===== src/rtl/uart_reg_pkg.sv =====
// Shared definitions for the UART register responder: opcodes and FSM states.
package uart_reg_pkg;

  localparam logic [7:0] OP_WR = 8'hAA;
  localparam logic [7:0] OP_RD = 8'hBB;

  typedef enum logic [2:0] {
    IDLE       = 3'd0,
    WR_ADDR    = 3'd1,
    WR_DATA    = 3'd2,
    RD_ADDR    = 3'd3,
    TX_SEND    = 3'd4,
    TX_WAIT_HI = 3'd5,
    TX_WAIT_LO = 3'd6
  } state_t;

endpackage


===== src/rtl/uart_reg_file.sv =====
// Register file: synchronous write, combinational read.
// Registers 0 and 1 have their own reset values and are exported live.
module uart_reg_file #(
  parameter int DATA_WIDTH = 8,
  parameter int ADDR_WIDTH = 3,
  parameter logic [DATA_WIDTH-1:0] REG0_RST = 8'h81,
  parameter logic [DATA_WIDTH-1:0] REG1_RST = 8'h20
) (
  input  logic                  CLK,
  input  logic                  RST,
  input  logic                  we,
  input  logic [ADDR_WIDTH-1:0] waddr,
  input  logic [DATA_WIDTH-1:0] wdata,
  input  logic [ADDR_WIDTH-1:0] raddr,
  output logic [DATA_WIDTH-1:0] rdata,
  output logic [DATA_WIDTH-1:0] reg0,
  output logic [DATA_WIDTH-1:0] reg1
);

  localparam int DEPTH = 1 << ADDR_WIDTH;

  logic [DATA_WIDTH-1:0] mem [DEPTH];

  // Storage: reset loads the per-register defaults, otherwise one write per cycle.
  always_ff @(posedge CLK) begin
    if (RST) begin
      for (int i = 0; i < DEPTH; i++) begin
        if (i == 0)      mem[i] <= REG0_RST;
        else if (i == 1) mem[i] <= REG1_RST;
        else             mem[i] <= '0;
      end
    end else if (we) begin
      mem[waddr] <= wdata;
    end
  end

  assign rdata = mem[raddr];
  assign reg0  = mem[0];
  assign reg1  = mem[1];

endmodule


===== src/rtl/uart_reg_responder.sv =====
// Command responder: parses write (AA,addr,data) and read (BB,addr) frames
// from the UART receive path and answers reads through the transmit path.
//
// Handshakes:
//   rx: rx_valid is a one-cycle strobe; rx_data is taken only in that cycle.
//       Bytes arriving while a reply is being sent are dropped.
//   tx: tx_valid is a one-cycle request raised only while tx_busy=0; the
//       transmitter acknowledges by raising tx_busy and finishes by dropping
//       it. tx_data is held from the request until the FSM is back in IDLE.
module uart_reg_responder
  import uart_reg_pkg::*;
#(
  parameter int DATA_WIDTH   = 8,
  parameter int ADDR_WIDTH   = 3,
  parameter logic [DATA_WIDTH-1:0] REG0_RST = 8'h81,
  parameter logic [DATA_WIDTH-1:0] REG1_RST = 8'h20,
  parameter int BUSY_TIMEOUT = 255
) (
  input  logic                  CLK,
  input  logic                  RST,
  input  logic [DATA_WIDTH-1:0] rx_data,
  input  logic                  rx_valid,
  output logic [DATA_WIDTH-1:0] tx_data,
  output logic                  tx_valid,
  input  logic                  tx_busy,
  output logic [DATA_WIDTH-1:0] cfg_0,
  output logic [DATA_WIDTH-1:0] cfg_1,
  output logic                  cmd_err,
  output logic [2:0]            fsm_state
);

  localparam int CNT_W = $clog2(BUSY_TIMEOUT + 1);
  localparam logic [CNT_W-1:0] CNT_MAX = CNT_W'(BUSY_TIMEOUT);

  state_t                state, next_state;
  logic [ADDR_WIDTH-1:0] addr_q;
  logic [DATA_WIDTH-1:0] tx_data_q;
  logic [CNT_W-1:0]      cnt;
  logic                  cmd_err_q;

  logic                  we;
  logic                  load_tx;
  logic                  err_set;
  logic                  cnt_clr;
  logic                  cnt_inc;
  logic [DATA_WIDTH-1:0] rf_rdata;

  uart_reg_file #(
    .DATA_WIDTH (DATA_WIDTH),
    .ADDR_WIDTH (ADDR_WIDTH),
    .REG0_RST   (REG0_RST),
    .REG1_RST   (REG1_RST)
  ) u_reg_file (
    .CLK   (CLK),
    .RST   (RST),
    .we    (we),
    .waddr (addr_q),
    .wdata (rx_data),
    .raddr (rx_data[ADDR_WIDTH-1:0]),
    .rdata (rf_rdata),
    .reg0  (cfg_0),
    .reg1  (cfg_1)
  );

  // State register.
  always_ff @(posedge CLK) begin
    if (RST) state <= IDLE;
    else     state <= next_state;
  end

  // Next-state and control decode. Upper address bits are ignored so
  // addresses wrap; the busy check in TX_WAIT_HI wins over the timeout.
  always_comb begin
    next_state = state;
    tx_valid   = 1'b0;
    we         = 1'b0;
    load_tx    = 1'b0;
    err_set    = 1'b0;
    cnt_clr    = 1'b0;
    cnt_inc    = 1'b0;
    case (state)
      IDLE: begin
        if (rx_valid) begin
          if (rx_data == DATA_WIDTH'(OP_WR))      next_state = WR_ADDR;
          else if (rx_data == DATA_WIDTH'(OP_RD)) next_state = RD_ADDR;
          else                                    err_set    = 1'b1;
        end
      end
      WR_ADDR: begin
        if (rx_valid) next_state = WR_DATA;
      end
      WR_DATA: begin
        if (rx_valid) begin
          we         = 1'b1;
          next_state = IDLE;
        end
      end
      RD_ADDR: begin
        if (rx_valid) begin
          load_tx    = 1'b1;
          next_state = TX_SEND;
        end
      end
      TX_SEND: begin
        if (!tx_busy) begin
          tx_valid   = 1'b1;
          cnt_clr    = 1'b1;
          next_state = TX_WAIT_HI;
        end
      end
      TX_WAIT_HI: begin
        if (tx_busy) begin
          next_state = TX_WAIT_LO;
        end else if (cnt == CNT_MAX) begin
          err_set    = 1'b1;
          next_state = IDLE;
        end else begin
          cnt_inc = 1'b1;
        end
      end
      TX_WAIT_LO: begin
        if (!tx_busy) next_state = IDLE;
      end
      default: next_state = IDLE;
    endcase
  end

  // Datapath registers: write address, reply byte, busy timeout, error pulse.
  always_ff @(posedge CLK) begin
    if (RST) begin
      addr_q    <= '0;
      tx_data_q <= '0;
      cnt       <= '0;
      cmd_err_q <= 1'b0;
    end else begin
      if (state == WR_ADDR && rx_valid) addr_q <= rx_data[ADDR_WIDTH-1:0];
      if (load_tx) tx_data_q <= rf_rdata;
      if (cnt_clr)      cnt <= '0;
      else if (cnt_inc) cnt <= cnt + CNT_W'(1);
      cmd_err_q <= err_set;
    end
  end

  assign tx_data   = tx_data_q;
  assign cmd_err   = cmd_err_q;
  assign fsm_state = state;

endmodule


===== config.mk =====
export PLATFORM = sky130hd
export DESIGN_NAME = uart_reg_responder
export DESIGN_NICKNAME = d
export VERILOG_FILES = /design/src/rtl/uart_reg_pkg.sv /design/src/rtl/uart_reg_file.sv /design/src/rtl/uart_reg_responder.sv
export SDC_FILE = /design/constraint.sdc
export NUM_CORES = 1
export LEC_CHECK = 0
export CAP_MARGIN = 5
export CELL_PAD_IN_SITES_DETAIL_PLACEMENT = 2
export CELL_PAD_IN_SITES_GLOBAL_PLACEMENT = 2
export CORE_MARGIN = 4
export CORE_UTILIZATION = 39
export CTS_CLUSTER_DIAMETER = 120
export DETAILED_ROUTE_END_ITERATION = 10
export PLACE_DENSITY = 0.81
export SYNTH_ARGS = -nofsm -noshare
export SYNTH_HDL_FRONTEND = slang
export SYNTH_SLANG_ARGS = --single-unit
export TNS_END_PERCENT = 1

===== constraint.sdc =====
create_clock -name CLK -period 2.5 [get_ports CLK]
set_input_delay 0.375 -clock CLK [delete_from_list [all_inputs] [get_ports CLK]]
set_output_delay 0.375 -clock CLK [all_outputs]
set_load 0.03 [all_outputs]

==> results.md, run 1 <==
- Clock-pin slew on the worst setup and hold paths: about 80 ps
- Cts bufs inserted: 9
- Final period util: 92.7%
- Min Tclk post-route: 2320 ps
- Largest net degree at the start of global routing: 28
- Syn Area/Cell: between 10 and 15 µm²
- Main combinational cell family by area after synthesis: simple AND/OR/NAND/NOR gates
- Drt wl/cell: around 23 µm
- Post-synthesis adder-cell area fraction: less than 1%
- Synthesis warning total: 0
- Remaining DRCs: 0
- Critical path type: primary input to output port
- Non-Filler Instances: between 400 and 500
- RSZ-0062 raised after global routing: no
- H-tree depth reported by CTS: 3
- Die ar.: about 12000 µm²
- Worst-margin pin slew: 861 ps
- Setup crit end kind: output port
- Hold path depth: 2
- Setup bufs post-CTS: 0
- RePlAce Congestion: 0.733
- Critical Path AT: between 1500 and 2000 ps
- Pre-antenna DRT Iters: 4
- Clock root buffer: clkbuf_8
- Status: completed
- CTS tree: yes
- Post-synth EDFFs: 64
- Final core occ: 48.7%
- Sequential share of the synthesized area: between 50% and 60%
- Post-DP HPWL: ~8000 µm
- Routed wire length: between 10000 and 15000 µm
- Post-cts gate resize count: 0
- Asr flop ratio synth: 0%
- PnR Total Power: ~2.8 mW
- Hold_buf cts: 0
- Initial antenna violation count: 0
- Port-buffer cells: 40
- Mapped Area: between 4000 and 5000 µm²
- Max-Cap Viols: 0
- Syn-to-layout area delta: 20.3%
- Max-slew headroom: between 40% and 50%
- Synth Area in Simple Gates: about 20%
- Fmax achieved: 0.432 GHz
- Hold Fails Final Rpt: 0
- Overflow after GRT: 0
- Clock Path Buffers: 2
- Initial Utilization: between 40% and 50%
- DRT antenna net count: 0
- Setup Skew: about 11 ps
- First-pass GRT wire length: 17400 µm
- Share of layout cells above drive strength 1: around 17%
- CP Launch Type: primary input
- DIE HEIGHT: ~110 µm
- Diodes inserted: 0
- Yosys cell types: 43
- Max FO, Critical Path: 6
- Via density: 5.27
- DP Cell Count: roughly 480
- Fin. max-slew vios: 0
- Die X: 109 µm
- # clock sinks: slightly below 90
- All-Layer GR Usage: 20.1%
- Io pins: 41
- Synth Area in Compound Gates: 3.84%
- Dominant synthesized flop cell: edfxtp_1
- Post-synthesis mux area share: around 13%
- Min-delay worst type: flip-flop to flip-flop
- Nets: 369
- Worst hold-check slack: about 460 ps
- Total negative setup slack: 0 ps
- Core area: slightly below 10000 µm²
- Cells after Synth: about 300
- XOR/XNOR Fraction of Synth Area: roughly 1.5%
- Initial DRC count: around 120
- Num rows: 36
- Syn Nets: 314
- Reg2reg path depth: 5
- Yosys reg bits: 87
- DR vias: around 2600
- Worst VDD drop: approximately 210 µV
- Worst-Skew Late Latency: approximately 360 ps
- Setup Viol. Count Final: 0
- Vias in the first global route: just under 3000
- Pleak: around 1.7 nW
- PD cells: 576 nW/µm²
- Worst path required time: 2120 ps
[stage by stage]
stage | cell area (µm²) | worst slack (ps)
2_1_floorplan | 4010 | 90.0
3_3_place_gp | 4660 | 220
3_5_place_dp | 4660 | 160
4_1_cts | 4820 | 145
5_1_grt | 4820 | 55.1
6_report | 4820 | 184
[final timing paths]
path / slack, ps / to / from
worst min-delay path: 460 / tx_data[4]$_SDFFE_PP0P_ / tx_data[4]$_SDFFE_PP0P_
worst max register to register: 530 / u_reg_file.mem[0][0]$_SDFFCE_PN1P_ / fsm_state[0]$_SDFFE_PP0P_
worst max-delay path: 180 / tx_valid / tx_busy
worst min register to register: 460 / tx_data[4]$_SDFFE_PP0P_ / tx_data[4]$_SDFFE_PP0P_
[critical path, cell delays in order]
cell and delay (ps):
clkdlybuf4s50_1 480, nor4b_1 340, clkdlybuf4s50_1 740
[synthesized netlist by cell type (3+ instances only)]
master	number	share of area [%]
a21oi_1	3	0.37
and2_1	61	9.5
and3_1	3	0.47
buf_2	6	0.75
clkbuf_1	7	0.66
dfxtp_1	23	11
edfxtp_1	64	48
mux2i_1	12	3.0
mux4_2	16	9.0
nand2_1	14	1.3
nand2b_1	5	0.78
nand3_1	5	0.62
nand3b_1	3	0.56
nand4_1	3	0.47
nor2_1	16	1.5
nor2b_1	3	0.47
nor3_1	4	0.50
nor3_2	3	0.75
o21ai_0	9	1.1
or2_2	8	1.2
xnor2_1	5	1.1
[state kept, by name, summed over array words and instances (netlist names)]
| register | flops |
|---|---|
| u_reg_file.mem | 64 |
| fsm_state | 3 |
| cmd_err | 1 |
| tx_data | 8 |
| addr_q | 3 |
| cnt | 8 |
[cell families after synthesis]
logic type,Yosys count
simple gates,137
flops,87
mux,31
compound gates,23
buf+inv,15
xor+xnor,7
fa+ha+maj,1
[cell usage in the layout (no fill, tap or decap), types with 4 or more instances in the layout]
cell,n
mux2i_1,12
nor2_1,16
clkbuf_8,9
nand3_1,5
dfxtp_1,23
xnor2_1,5
nor3_1,4
buf_4,18
edfxtp_1,64
and2_1,61
nand2b_1,5
nand2_1,14
or2_2,8
mux4_2,16
o21ai_0,9
clkdlybuf4s50_1,40
[report_power, final]
group	total, mW	internal (mW)	switching [mW]	leakage, nW
logic	0.294	0.128	0.166	0.813
registers	1.61	1.59	0.0264	0.836
clock network	0.870	0.351	0.519	0.0777
[final cells by class]
type / instances / area [µm²]
clock buffers: 9 / 124
flip-flops and latches: 87 / 2380
multi-input cells: 199 / 1560
fillers: 986 / 5090
well taps: 133 / 166
repair buffers: 59 / 556
clock inverters: 7 / 40.0
[metal layers]
metal	vias up	track usage [%]	share of wire, %
li1	1204	-	-
met1	1354	24.5	42
met2	38	36.6	54
met3	8	3.58	2.5
met4	0	5.43	1.0
met5	-	0	0
(Power assumes the default switching activity.)
==> run 2, diff against run 1 <==
Settings changed: CELL_PAD_IN_SITES_DETAIL_PLACEMENT 2 to 0, CELL_PAD_IN_SITES_GLOBAL_PLACEMENT 2 to 1, CORE_UTILIZATION 39 to 46, PLACE_DENSITY 0.81 to 0.82.
==> run 2 against run 1 <==
Against the previous run:
- clock power increased by 25%
- combinational power decreased by 3%
- wire length decreased by 22%
- die area decreased by 14%
- largest power group unchanged
==> results.md, run 2 (synthesized netlist as in run 1, its figures left out) <==
- Final period util: 90.8% (-1.9 points)
- Setup Viol. Count Final: 0 (unchanged)
- CP Launch Type: primary input
- Met2 GRT Util: 30.9% (-5.7 points)
- Diodes inserted: 0 (unchanged)
- Syn-to-layout area delta: 21.1%
- Reg-to-Reg Start: fsm_state[2]$_SDFFE_PP0P_
- Initial DRC count: 152 (+32%)
- Num rows: 33 (-8.3%)
- Setup Skew: 10.1 ps (-0.938 ps)
- Global routing usage on met3: 4.13% (+0.55 points)
- Total negative setup slack: 0 ps (unchanged)
- DR vias: 2570 (-1.3%)
- Port-buffer cells: 40 (unchanged)
- Die X: 101 µm (-7.3%)
- Post-DP HPWL: 6100 µm (-24%)
- Max-slew headroom: 44.4% (+2.1 points)
- Post-cts gate resize count: 0 (unchanged)
- Routed wire length: 8640 µm (-22%)
- Max-Cap Viols: 0 (unchanged)
- RePlAce Congestion: 0.829 (+13%)
- Via density: 5.50 (+4.4%)
- Largest register by flop count: u_reg_file.mem
- Max FO, Critical Path: 6 (unchanged)
- Hold Fails Final Rpt: 0 (unchanged)
- Worst-margin pin slew: 830 ps (-31.5 ps)
- Most frequent cells in the layout: 64 x edfxtp_1, 61 x and2_1, 40 x clkdlybuf4s50_1, 23 x dfxtp_1, 19 x buf_4
- Die ar.: 10300 µm² (-14%)
- Reg2reg path depth: 5 (unchanged)
- Min-delay worst type: flip-flop to flip-flop
- Post-route cell area: 4850 µm² (+0.65%)
- Clock root buffer: clkbuf_8
- Worst-Skew Late Latency: 350 ps (about the same)
- Vias in the first global route: 2583 (-13%)
- Initial Utilization: 48.1% (+7.6 points)
- Busiest layer in global routing: met2
- All-Layer GR Usage: 18.3% (-1.8 points)
- Worst Setup EP: tx_valid
- Hold_buf cts: 0 (unchanged)
- Share of layout cells above drive strength 1: 18.2% (+0.78 points)
- Nets: 370 (+0.27%)
- Io pins: 41 (unchanged)
- Drt wl/cell: 18.5 µm (-18%)
- PD cells: 615 nW/µm² (+6.8%)
- Setup bufs post-CTS: 0 (unchanged)
- Remaining DRCs: 0 (unchanged)
- Pre-antenna DRT Iters: 4 (unchanged)
- Largest net degree at the start of global routing: 28 (unchanged)
- Placed Instance Area: 4630 µm² (-0.59%)
- CTS tree: yes
- Critical path type: primary input to output port
- Clock-pin slew on the worst setup and hold paths: 90 ps (about the same)
- Setup crit end kind: output port
- Initial antenna violation count: 0 (unchanged)
- Status: completed
- Worst R2R End: u_reg_file.mem[0][5]$_SDFFCE_PN0P_
- Pre-CTS WS: 227 ps (+67.8 ps)
- Launch point of the worst path: tx_busy
- RSZ-0062 raised after global routing: no
- Fin. max-slew vios: 0 (unchanged)
- Max reg flops: 64 (unchanged)
- Fmax achieved: 0.441 GHz (+2.0%)
- Min Tclk post-route: 2270 ps (-46.5 ps)
- Worst VDD drop: 244 µV (+15%)
- DIE HEIGHT: 101 µm (-7.3%)
- Cts bufs inserted: 9 (unchanged)
- # clock sinks: 87 (unchanged)
- Clock Path Buffers: 2 (unchanged)
- Met1 Resource Use GR: 24.1% (-0.33 points)
- Overflow after GRT: 0 (unchanged)
- Core area: 8340 µm² (-16%)
- Pleak: 1.76 nW (+2.1%)
- First-pass GRT wire length: 13900 µm (-20%)
- DRT antenna net count: 0 (unchanged)
- Min setup slack post-route: 230 ps (+46.5 ps)
- Critical Path AT: 1890 ps (-50 ps)
- H-tree depth reported by CTS: 3 (unchanged)
- Final core occ: 58.2% (+9.5 points)
- Worst path required time: 2120 ps (about the same)
- Internal reg-to-reg setup slack: 660 ps (+130 ps)
- Commonest non-fill, non-tap cell in the layout: edfxtp_1
## run 2: per-layer routing
metal | wire (µm) | up-vias
met5 | 0 | -
met4 | 57 | 0
met3 | 388 | 5
met2 | 4440 | 54
met1 | 3750 | 1305
li1 | - | 1206
## run 2: how the worst min path moves through the flow
stage | startpoint | end | cells after the start
global placement | tx_data[4]$_SDFFE_PP0P_ | tx_data[4]$_SDFFE_PP0P_ | 2
CTS | tx_data[6]$_SDFFE_PP0P_ | tx_data[6]$_SDFFE_PP0P_ | 2
floorplan | addr_q[0]$_SDFFE_PP0P_ | addr_q[0]$_SDFFE_PP0P_ | 2
global route | tx_data[4]$_SDFFE_PP0P_ | tx_data[4]$_SDFFE_PP0P_ | 2
finish | tx_data[4]$_SDFFE_PP0P_ | tx_data[4]$_SDFFE_PP0P_ | 2
detailed placement | tx_data[6]$_SDFFE_PP0P_ | tx_data[6]$_SDFFE_PP0P_ | 2
## run 2: through the flow
stage               hold slack, ps  cells  power (mW)
finish                         460    467        2.98
floorplan                      473    301        1.81
CTS                            465    467        3.01
global route                   495    467        3.10
detailed placement             444    451        1.93
global placement               434    451        1.92
## run 2: worst max-delay path, cell delays in order
cell and delay, ps:
clkdlybuf4s50_1 470, nor4b_1 310, clkdlybuf4s50_1 730
## run 2: cell type report
class | instances | area [µm²]
Clock inverter | 5 | 81.3
Sequential cell | 87 | 2380
Clock buffer | 11 | 141
Fill cell | 737 | 3490
Timing Repair Buffer | 60 | 563
Tap cell | 105 | 131
Multi-Input combinational cell | 199 | 1560
## run 2: report_power, final
group	switching [mW]	total, mW	internal, mW
Combinational	0.155	0.285	0.129
Clock	0.500	1.09	0.591
Sequential	0.0231	1.61	1.59
Total	0.678	2.98	2.31
